## config.mk

```make
export PLATFORM = sky130hd
export DESIGN_NAME = down_timer
export DESIGN_NICKNAME = d
export VERILOG_FILES = /design/src/rtl/timer_pkg.sv /design/src/rtl/tick_gen.sv /design/src/rtl/down_timer.sv
export SDC_FILE = /design/constraint.sdc
export NUM_CORES = 1
export LEC_CHECK = 0
export ABC_AREA = 1
export ABC_CLOCK_PERIOD_IN_PS = 2000
export CORE_UTILIZATION = 40
export CTS_CLUSTER_SIZE = 40
export DETAILED_ROUTE_END_ITERATION = 10
export PLACE_DENSITY_LB_ADDON = 0.3
export SYNTH_ARGS = -nofsm -noshare
export SYNTH_HDL_FRONTEND = slang
export SYNTH_HIERARCHICAL = 1
export SYNTH_SLANG_ARGS = --single-unit
```

## constraint.sdc

```tcl
create_clock -name clk -period 2 [get_ports clk]
set_clock_uncertainty 0.2 [all_clocks]
set_input_delay 0.3 -clock clk [delete_from_list [all_inputs] [get_ports clk]]
set_output_delay 0.3 -clock clk [all_outputs]
set_load 0.05 [all_outputs]
```

## src/rtl/timer_pkg.sv

```systemverilog
// rtl/timer_pkg.sv - shared types and defaults for the down_timer block
//
// Contents:
//   state_t            IDLE / RUN / DONE controller states (2-bit)
//   DEFAULT_WIDTH      default count/data width
//   DEFAULT_PRE_WIDTH  default prescaler divisor width
package timer_pkg;

  typedef enum logic [1:0] {
    IDLE = 2'd0,
    RUN  = 2'd1,
    DONE = 2'd2
  } state_t;

  localparam int DEFAULT_WIDTH     = 16;
  localparam int DEFAULT_PRE_WIDTH = 8;

endpackage

```

## src/rtl/tick_gen.sv

```systemverilog
// rtl/tick_gen.sv - prescaler producing one tick every prescale+1 active cycles
//
// Ports:
//   clk       clock, all state changes on posedge
//   rst       asynchronous active-low reset
//   clear     restart the prescale count (timer load); suppresses tick
//   active    counting allowed this cycle (running & en)
//   prescale  divisor minus one, sampled live
//   tick      combinational tick, valid in the cycle the count matches
module tick_gen
  import timer_pkg::*;
#(
  parameter int pre_width = DEFAULT_PRE_WIDTH
) (
  input  logic                 clk,
  input  logic                 rst,
  input  logic                 clear,
  input  logic                 active,
  input  logic [pre_width-1:0] prescale,
  output logic                 tick
);

  localparam logic [pre_width-1:0] PRE_ONE = {{(pre_width-1){1'b0}}, 1'b1};

  logic [pre_width-1:0] pre_cnt;
  logic                 hit;

  // Equality (not >=) so a divisor lowered below the running count lets
  // the counter run on, wrap through zero and match on the way back up.
  assign hit  = (pre_cnt == prescale);
  assign tick = active & hit & ~clear;

  always_ff @(posedge clk or negedge rst) begin
    if (!rst) begin
      pre_cnt <= '0;
    end else if (clear) begin
      pre_cnt <= '0;
    end else if (active) begin
      pre_cnt <= hit ? '0 : pre_cnt + PRE_ONE;
    end
  end

endmodule

```

## src/rtl/down_timer.sv

```systemverilog
// rtl/down_timer.sv - programmable countdown timer with reload, prescaler and sticky irq
//
// Ports:
//   clk       clock, all state changes on posedge
//   rst       asynchronous active-low reset
//   en        count enable; 0 freezes prescaler and value
//   we        load strobe; data -> reload and value
//   data      load value
//   periodic  1 = auto-reload on expiry, 0 = one-shot (sampled at expiry)
//   prescale  tick every prescale+1 enabled cycles
//   irq_ack   clears irq (an expiry in the same cycle wins)
//   value     current count
//   zero      one-cycle registered pulse on expiry
//   irq       sticky interrupt request
//   running   1 while state is RUN
module down_timer
  import timer_pkg::*;
#(
  parameter int width     = DEFAULT_WIDTH,
  parameter int pre_width = DEFAULT_PRE_WIDTH
) (
  input  logic                 clk,
  input  logic                 rst,
  input  logic                 en,
  input  logic                 we,
  input  logic [width-1:0]     data,
  input  logic                 periodic,
  input  logic [pre_width-1:0] prescale,
  input  logic                 irq_ack,
  output logic [width-1:0]     value,
  output logic                 zero,
  output logic                 irq,
  output logic                 running
);

  localparam logic [width-1:0] ONE = {{(width-1){1'b0}}, 1'b1};

  state_t           state;
  state_t           state_next;
  logic [width-1:0] reload;
  logic             tick;
  logic             expire;

  assign running = (state == RUN);

  tick_gen #(
    .pre_width(pre_width)
  ) u_tick_gen (
    .clk      (clk),
    .rst      (rst),
    .clear    (we),
    .active   (running & en),
    .prescale (prescale),
    .tick     (tick)
  );

  // tick is already masked by we, so a load on the expiry cycle wins.
  assign expire = tick & (value == ONE);

  always_ff @(posedge clk or negedge rst) begin
    if (!rst) begin
      state <= IDLE;
    end else begin
      state <= state_next;
    end
  end

  always_comb begin
    state_next = state;
    if (we) begin
      state_next = (data != '0) ? RUN : IDLE;
    end else if (expire && !periodic) begin
      state_next = DONE;
    end
  end

  always_ff @(posedge clk or negedge rst) begin
    if (!rst) begin
      value  <= '0;
      reload <= '0;
      zero   <= 1'b0;
      irq    <= 1'b0;
    end else begin
      zero <= expire;

      if (expire) begin
        irq <= 1'b1;
      end else if (irq_ack) begin
        irq <= 1'b0;
      end

      if (we) begin
        reload <= data;
        value  <= data;
      end else if (expire) begin
        value <= periodic ? reload : '0;
      end else if (tick) begin
        value <= value - ONE;
      end
    end
  end

endmodule

```

; ---- Word level (Yosys, flattened, before mapping)
; Cells that the tools add are included.
[word_totals]
word_cells = 35
ff_bits = 44
output_inout_bits = 19
in_bits = 30
[op_classes]
muxes = 12
addsub = 2
n_eq_ne = 3
bitwise_logic = 5
reduce_logical = 7
[ops]
columns = op, n
row1 = two-way mux 16 bit, 4
row2 = two-way mux 8 bit, 3
row3 = "== test 16 x 1 -> 1 bit, second input constant", 1
row4 = nonzero test 16 bit, 1
row5 = "subtractor 16 x 1 -> 16 bit, second input constant", 1
row6 = "adder 8 x 1 -> 8 bit, second input constant", 1
row7 = == test 8 bit, 1
row8 = nonzero test 2 bit, 3
row9 = AND 1 bit, 4
row10 = two-way mux 2 bit, 2
row11 = two-way mux 1 bit, 3
row12 = nonzero test 3 bit, 1
row13 = "== test 2 x 1 -> 1 bit, second input constant", 1
row14 = logical AND 1 bit, 1
row15 = zero test 1 bit, 1
row16 = NOT 1 bit, 1

; ---- Longest topological paths before layout
[depth]
ltp_word = 8
depth_mapped = 16
ltp_nobuf = 16

; ---- Cells and area by module
; The synthesis kept the hierarchy.
[modules_own_cells]
columns = module, seq_area_each_um2, instances, cells_per_inst, area_per_inst_um2
row1 = down_timer, 900.9, 1, 306, 2153.3
row2 = tick_gen, 200.2, 1, 90, 604.3

; ---- Worst setup path before layout
; No wires, ideal clock.
[synth_path]
kind = flip-flop to flip-flop
startpoint = register u_tick_gen.pre_cnt[0]
endpoint = register value[0]
required_ns = 1.681
stages_incl_launch_ff = 17
period_less_slack_ns = 2.169
arrival_ns = 1.851
n_path_buf = 0
setup_time_ns = 0.119
setup_slack_ns = -0.169
path_cell_list = dfrtp_1 > inv_1 > nand2_1 > nand2_1 > nand2_1 > nor2_2 > nand3_2 > nor2_1 > nand2_1 > nor2_2 > nand3_4 > nand2_2 > inv_1 > nand2_1 > nand3_1 > o21ai_1 > inv_1
[synth_via]
elab_chain_len = 6
word_cells_on_any_way = 7
classes_between = eq/ne (1) / mux (2) / bitwise (3) / reduce/logical (1)
[synth_rtl]
columns = element, line_no
row1 = "start, declared", tick_gen.sv:25  ; logic [pre_width-1:0] pre_cnt;
row2 = "start signal, assigned", tick_gen.sv:39  ; pre_cnt <= hit ? '0 : pre_cnt + PRE_ONE;
row3 = == test 8 bit *, tick_gen.sv:30  ; assign hit = (pre_cnt == prescale);
row4 = AND 1 bit * (2 in series), tick_gen.sv:31  ; assign tick = active & hit & ~clear;
row5 = net tick, down_timer.sv:41  ; logic tick;
row6 = AND 1 bit, down_timer.sv:58  ; assign expire = tick & (value == ONE);
row7 = two-way mux 16 bit, down_timer.sv:95  ; end else if (expire) begin
row8 = two-way mux 16 bit, down_timer.sv:92  ; if (we) begin
row9 = "end signal, assigned", down_timer.sv:94  ; value <= data;
row10 = "end signal, assigned", down_timer.sv:96  ; value <= periodic ? reload : '0;
row11 = "end signal, assigned", down_timer.sv:98  ; value <= value - ONE;
row12 = "end, declared", down_timer.sv:30  ; output logic [width-1:0] value,
; Mark *: on every way through the listed nets, which the timed path passes. The rest lies on a longest branch.
; A chain may end at the register's enable or synchronous reset.

; ---- Final worst setup path
[layout_path]
startpoint = input prescale[1]
endpoint = register state[0]
[layout_via]
elab_chain_len = 6
[layout_rtl]
columns = element, line_no
row1 = "start, declared", down_timer.sv:28  ; input logic [pre_width-1:0] prescale,
row2 = == test 8 bit, tick_gen.sv:30
row3 = AND 1 bit (2 in series), tick_gen.sv:31
row4 = net tick, down_timer.sv:41
row5 = AND 1 bit, down_timer.sv:58
row6 = logical AND 1 bit, down_timer.sv:72  ; end else if (expire && !periodic) begin
row7 = nonzero test 2 bit (no line), n/a
row8 = "end signal, assigned", down_timer.sv:64  ; state <= state_next;
row9 = "end, declared", down_timer.sv:38  ; state_t state;
; The timed path passes the listed nets, and every way through them passes these cells.

==> flow_summary.json <==
{
  "final-setup-viol-count": 17,
  "grt_start_max_net_pins": 25,
  "min_period_ps": 2170,
  "max_freq_mhz": 461,
  "clkSlewWorstSetupHoldPaths_ps": 80,
  "required_ps": 1990,
  "layout.nets": 543,
  "slew-limit-headroom_pct": 65.8,
  "initial_core_util_pct": 42.5,
  "yosysTopAreaCell": "dfrtp_1",
  "synth_xor_area_share_pct": 3.81,
  "seq_area_um2": 1100,
  "rows": 29,
  "synthAdderAreaFrac_pct": 1.36,
  "fill_cells": 578,
  "critical_path.endpoint_type": "register",
  "critPathMaxStageDelay_ps": 470,
  "powerDensity_nw_per_um2": 570,
  "drc": 0,
  "dpl.hpwl_um": 5980,
  "muxShareOfSynthArea_pct": 0,
  "timing.final.crit_share_pct": 108,
  "drt-total-wl_um": 8050,
  "root_buffer": "clkbuf_8",
  "cts_buffer_depth": 2,
  "synth_seq_cells": 44,
  "grt_pass1_vias": 2873,
  "grt_overflow": 0,
  "multi_input_area_um2": 1570,
  "antenna_cells": 0,
  "port_buffers": 48,
  "antenna_found_initial": 0,
  "worst-path-max-fanout": 5,
  "hp-class": "reg2reg",
  "seq_area_frac_synth_pct": 39.9,
  "drt_iter0_drc": 134,
  "netlist_area_um2": 2760,
  "outcome": "finished with violations",
  "synth_edf_count": 0,
  "ys.flop_type": "dfrtp_1",
  "placed_cells": 558,
  "async_reset_ff_share_pct": 100,
  "die_y_um": 85.0,
  "slowest_stage": "clkdlybuf4s50_1",
  "synth_top_family_by_area": "simple AND/OR/NAND/NOR gates",
  "post_drt_wl_per_cell_um": 13.7,
  "gp_congestion": 0.901,
  "crit_type": "in2reg",
  "first_pass_iters": 4,
  "drive_gt1_share_pct": 28.4,
  "area.growth.synth_to_final_pct": 44.9,
  "p_total_w": 0.00228,
  "worst_pin_slew_ps": 514,
  "clock_latency_ps": 300,
  "synth-compound-area-share_pct": 8.67,
  "syn_area_per_cell_um2": 6.96,
  "yosys-top-cells-area": "dfrtp_1 (40%), nand2_1 (19%), inv_1 (6.4%), nor2_1 (5.9%), nand3_1 (3.6%)",
  "ir_worst_vdd_mv": 0.417,
  "finalMaxSlewViolations": 0,
  "rsz0062_at_grt": "yes",
  "fp.coreArea_um2": 6490,
  "worst_slack_ps": -167,
  "cpMostUsedCell": "nand2_1",
  "cp_num_buf_inv": 2,
  "detail-route-antenna-nets": 0,
  "synth_cell_types": 34,
  "syn_inst": 396,
  "cts.htree.levels": 2,
  "fin_hold_ws_ps": 288,
  "hold_viol_final": 0,
  "fp.dieW_um": 85.0,
  "cts_buffers": 5,
  "dieArea_um2": 7230,
  "cts_sinks": 44,
  "grt_use_total_pct": 23.2,
  "reg2reg_from": "u_tick_gen/pre_cnt[2]",
  "cts_tree": "built",
  "synth_fp_nets": 429,
  "synth_warnings": 6,
  "cp-start-kind": "input pin",
  "hold_start": "reload[0]",
  "yosys.area_share.simple_pct": 38.7,
  "num_vias": 2939,
  "cp_top_family": "simple AND/OR/NAND/NOR gates",
  "fin_cells": 587,
  "p_leak_nw": 2.04,
  "ios": 49,
  "grt_pass1_wl_um": 13200,
  "pre_cts_ws_ps": -593,
  "worstPathArrival_ps": 2160,
  "startpoint": "prescale[1]",
  "cap_violations": 0,
  "violations": "setup timing",
  "crit_path_cell_trace": "clkdlybuf4s50_1, nand2_1, nand2_1, nand2_2, nor2_4, nand3_2, nor2_4, buf_6, nand2_2, nor2_1, nand3_1, or2_1, nand3_1, nand2_1",
  "vias_per_cell": 5.01,
  "synth_top_area_share_pct": 39.9
}
-- layout make-up --
cell class                      instances  share of cell area [%]
Tap cell                               77                    2.41
Clock buffer                            6                    1.82
Sequential cell                        44                    27.6
Timing Repair Buffer                  111                    24.0
Clock inverter                          1                   0.125
Multi-Input combinational cell        299                    39.4
Inverter                               49                    4.73
-- worst reg2reg max path, delay by kind of cell, from the launching register on --
kind	cells	cell delay [ps]
XOR/XNOR	1	170
buffers and inverters	1	140
flip-flops	1	400
AND/OR/NAND/NOR	10	1150
-- flip-flops by register name, indices dropped and copies added, names as in the netlist --
name and flops:
irq 1, state 2, zero 1, u_tick_gen/pre_cnt 8, reload 16, value 16
-- where the power goes --
| group | internal, W | switching, W | leakage, nW |
|---|---|---|---|
| registers | 0.000960 | 0.0000562 | 0.548 |
| logic | 0.000283 | 0.000447 | 1.45 |
| clock network | 0.000238 | 0.000293 | 0.0410 |
-- layout by cell type, fill, tap and decap left out, drive strengths merged --
master	netlist	routed
inv	48	48
o21ai	23	23
a21oi	11	11
o22ai	2	2
o21bai	1	1
dlymetal6s2s	0	4
xor2	9	9
a21boi	5	5
or2	2	2
nor2	54	54
xnor2	3	3
nand2	146	146
clkdlybuf4s50	0	23
nor4	4	4
ha	3	3
nand4	5	6
dlygate4sd2	0	3
o21a	1	1
nor3	5	5
buf	2	80
nand3	23	23
clkbuf	3	6
dlygate4sd3	0	1
dfrtp	44	44
clkinv	1	2
and3	1	1
-- kinds of logic after synthesis --
logic type                 Yosys count
AOI/OAI and AO/OA                   43
adders and majority gates            3
xor gates and xnor gates            12
buffers and inverters               54
DFF                                 44
and+or+nand+nor                    240
-- timing repair --
item | in CTS | in global routing
hold buffers | 1 | 0
pin swaps | 23 | 11
resized for setup | 27 | 29
buffers inserted | 16 | 6
setup endpoints to repair | 19 | 20
endpoints found under the hold margin | 20 | 0
gates cloned | 1 | 0
-- layer usage --
metal	vias to the layer above	global-route usage, %	wire length [µm]
li1	1477	-	-
met1	1352	29.5	3610
met2	94	40.5	3980
met3	16	3.31	301
met4	0	7.40	159
met5	-	0	0
-- through the flow --
step / utilization [%] / TNS, ps / cell area, µm²
floorplan: - / -21.6 / 2770
global placement: 55.7 / -9230 / 3620
detailed placement: 55.7 / -9710 / 3620
CTS: 59.8 / -2600 / 3880
global route: 61.5 / -3360 / 4000
finish: 61.5 / -2000 / 4000
-- Yosys cell counts, types with 2 or more instances --
cell	n
nand2_1	142
inv_1	47
dfrtp_1	44
nor2_1	43
nand3_1	20
o21ai_0	18
a21oi_1	10
xor2_1	9
nor2_2	8
a21boi_0	5
o21ai_1	5
nand2_2	4
nand4_1	4
nor4_1	4
clkbuf_1	3
ha_1	3
nor2_4	3
nor3_1	3
xnor2_1	3
nand3_2	2
nor3_2	2
o22ai_1	2
-- worst paths after layout --
| path | end | slack, ps | depth (start not counted) |
|---|---|---|---|
| hold reg to reg | reload[0] | 290 | 2 |
| hold / removal | reload[0] | 290 | 2 |
| max in group asynchronous | state[1] | 770 | 3 |
| min in group asynchronous | value[3] | 310 | 2 |
| setup reg to reg | state[0] | -140 | 12 |
| setup / recovery | state[0] | -170 | 14 |
Power figures use the tool's default switching activity.
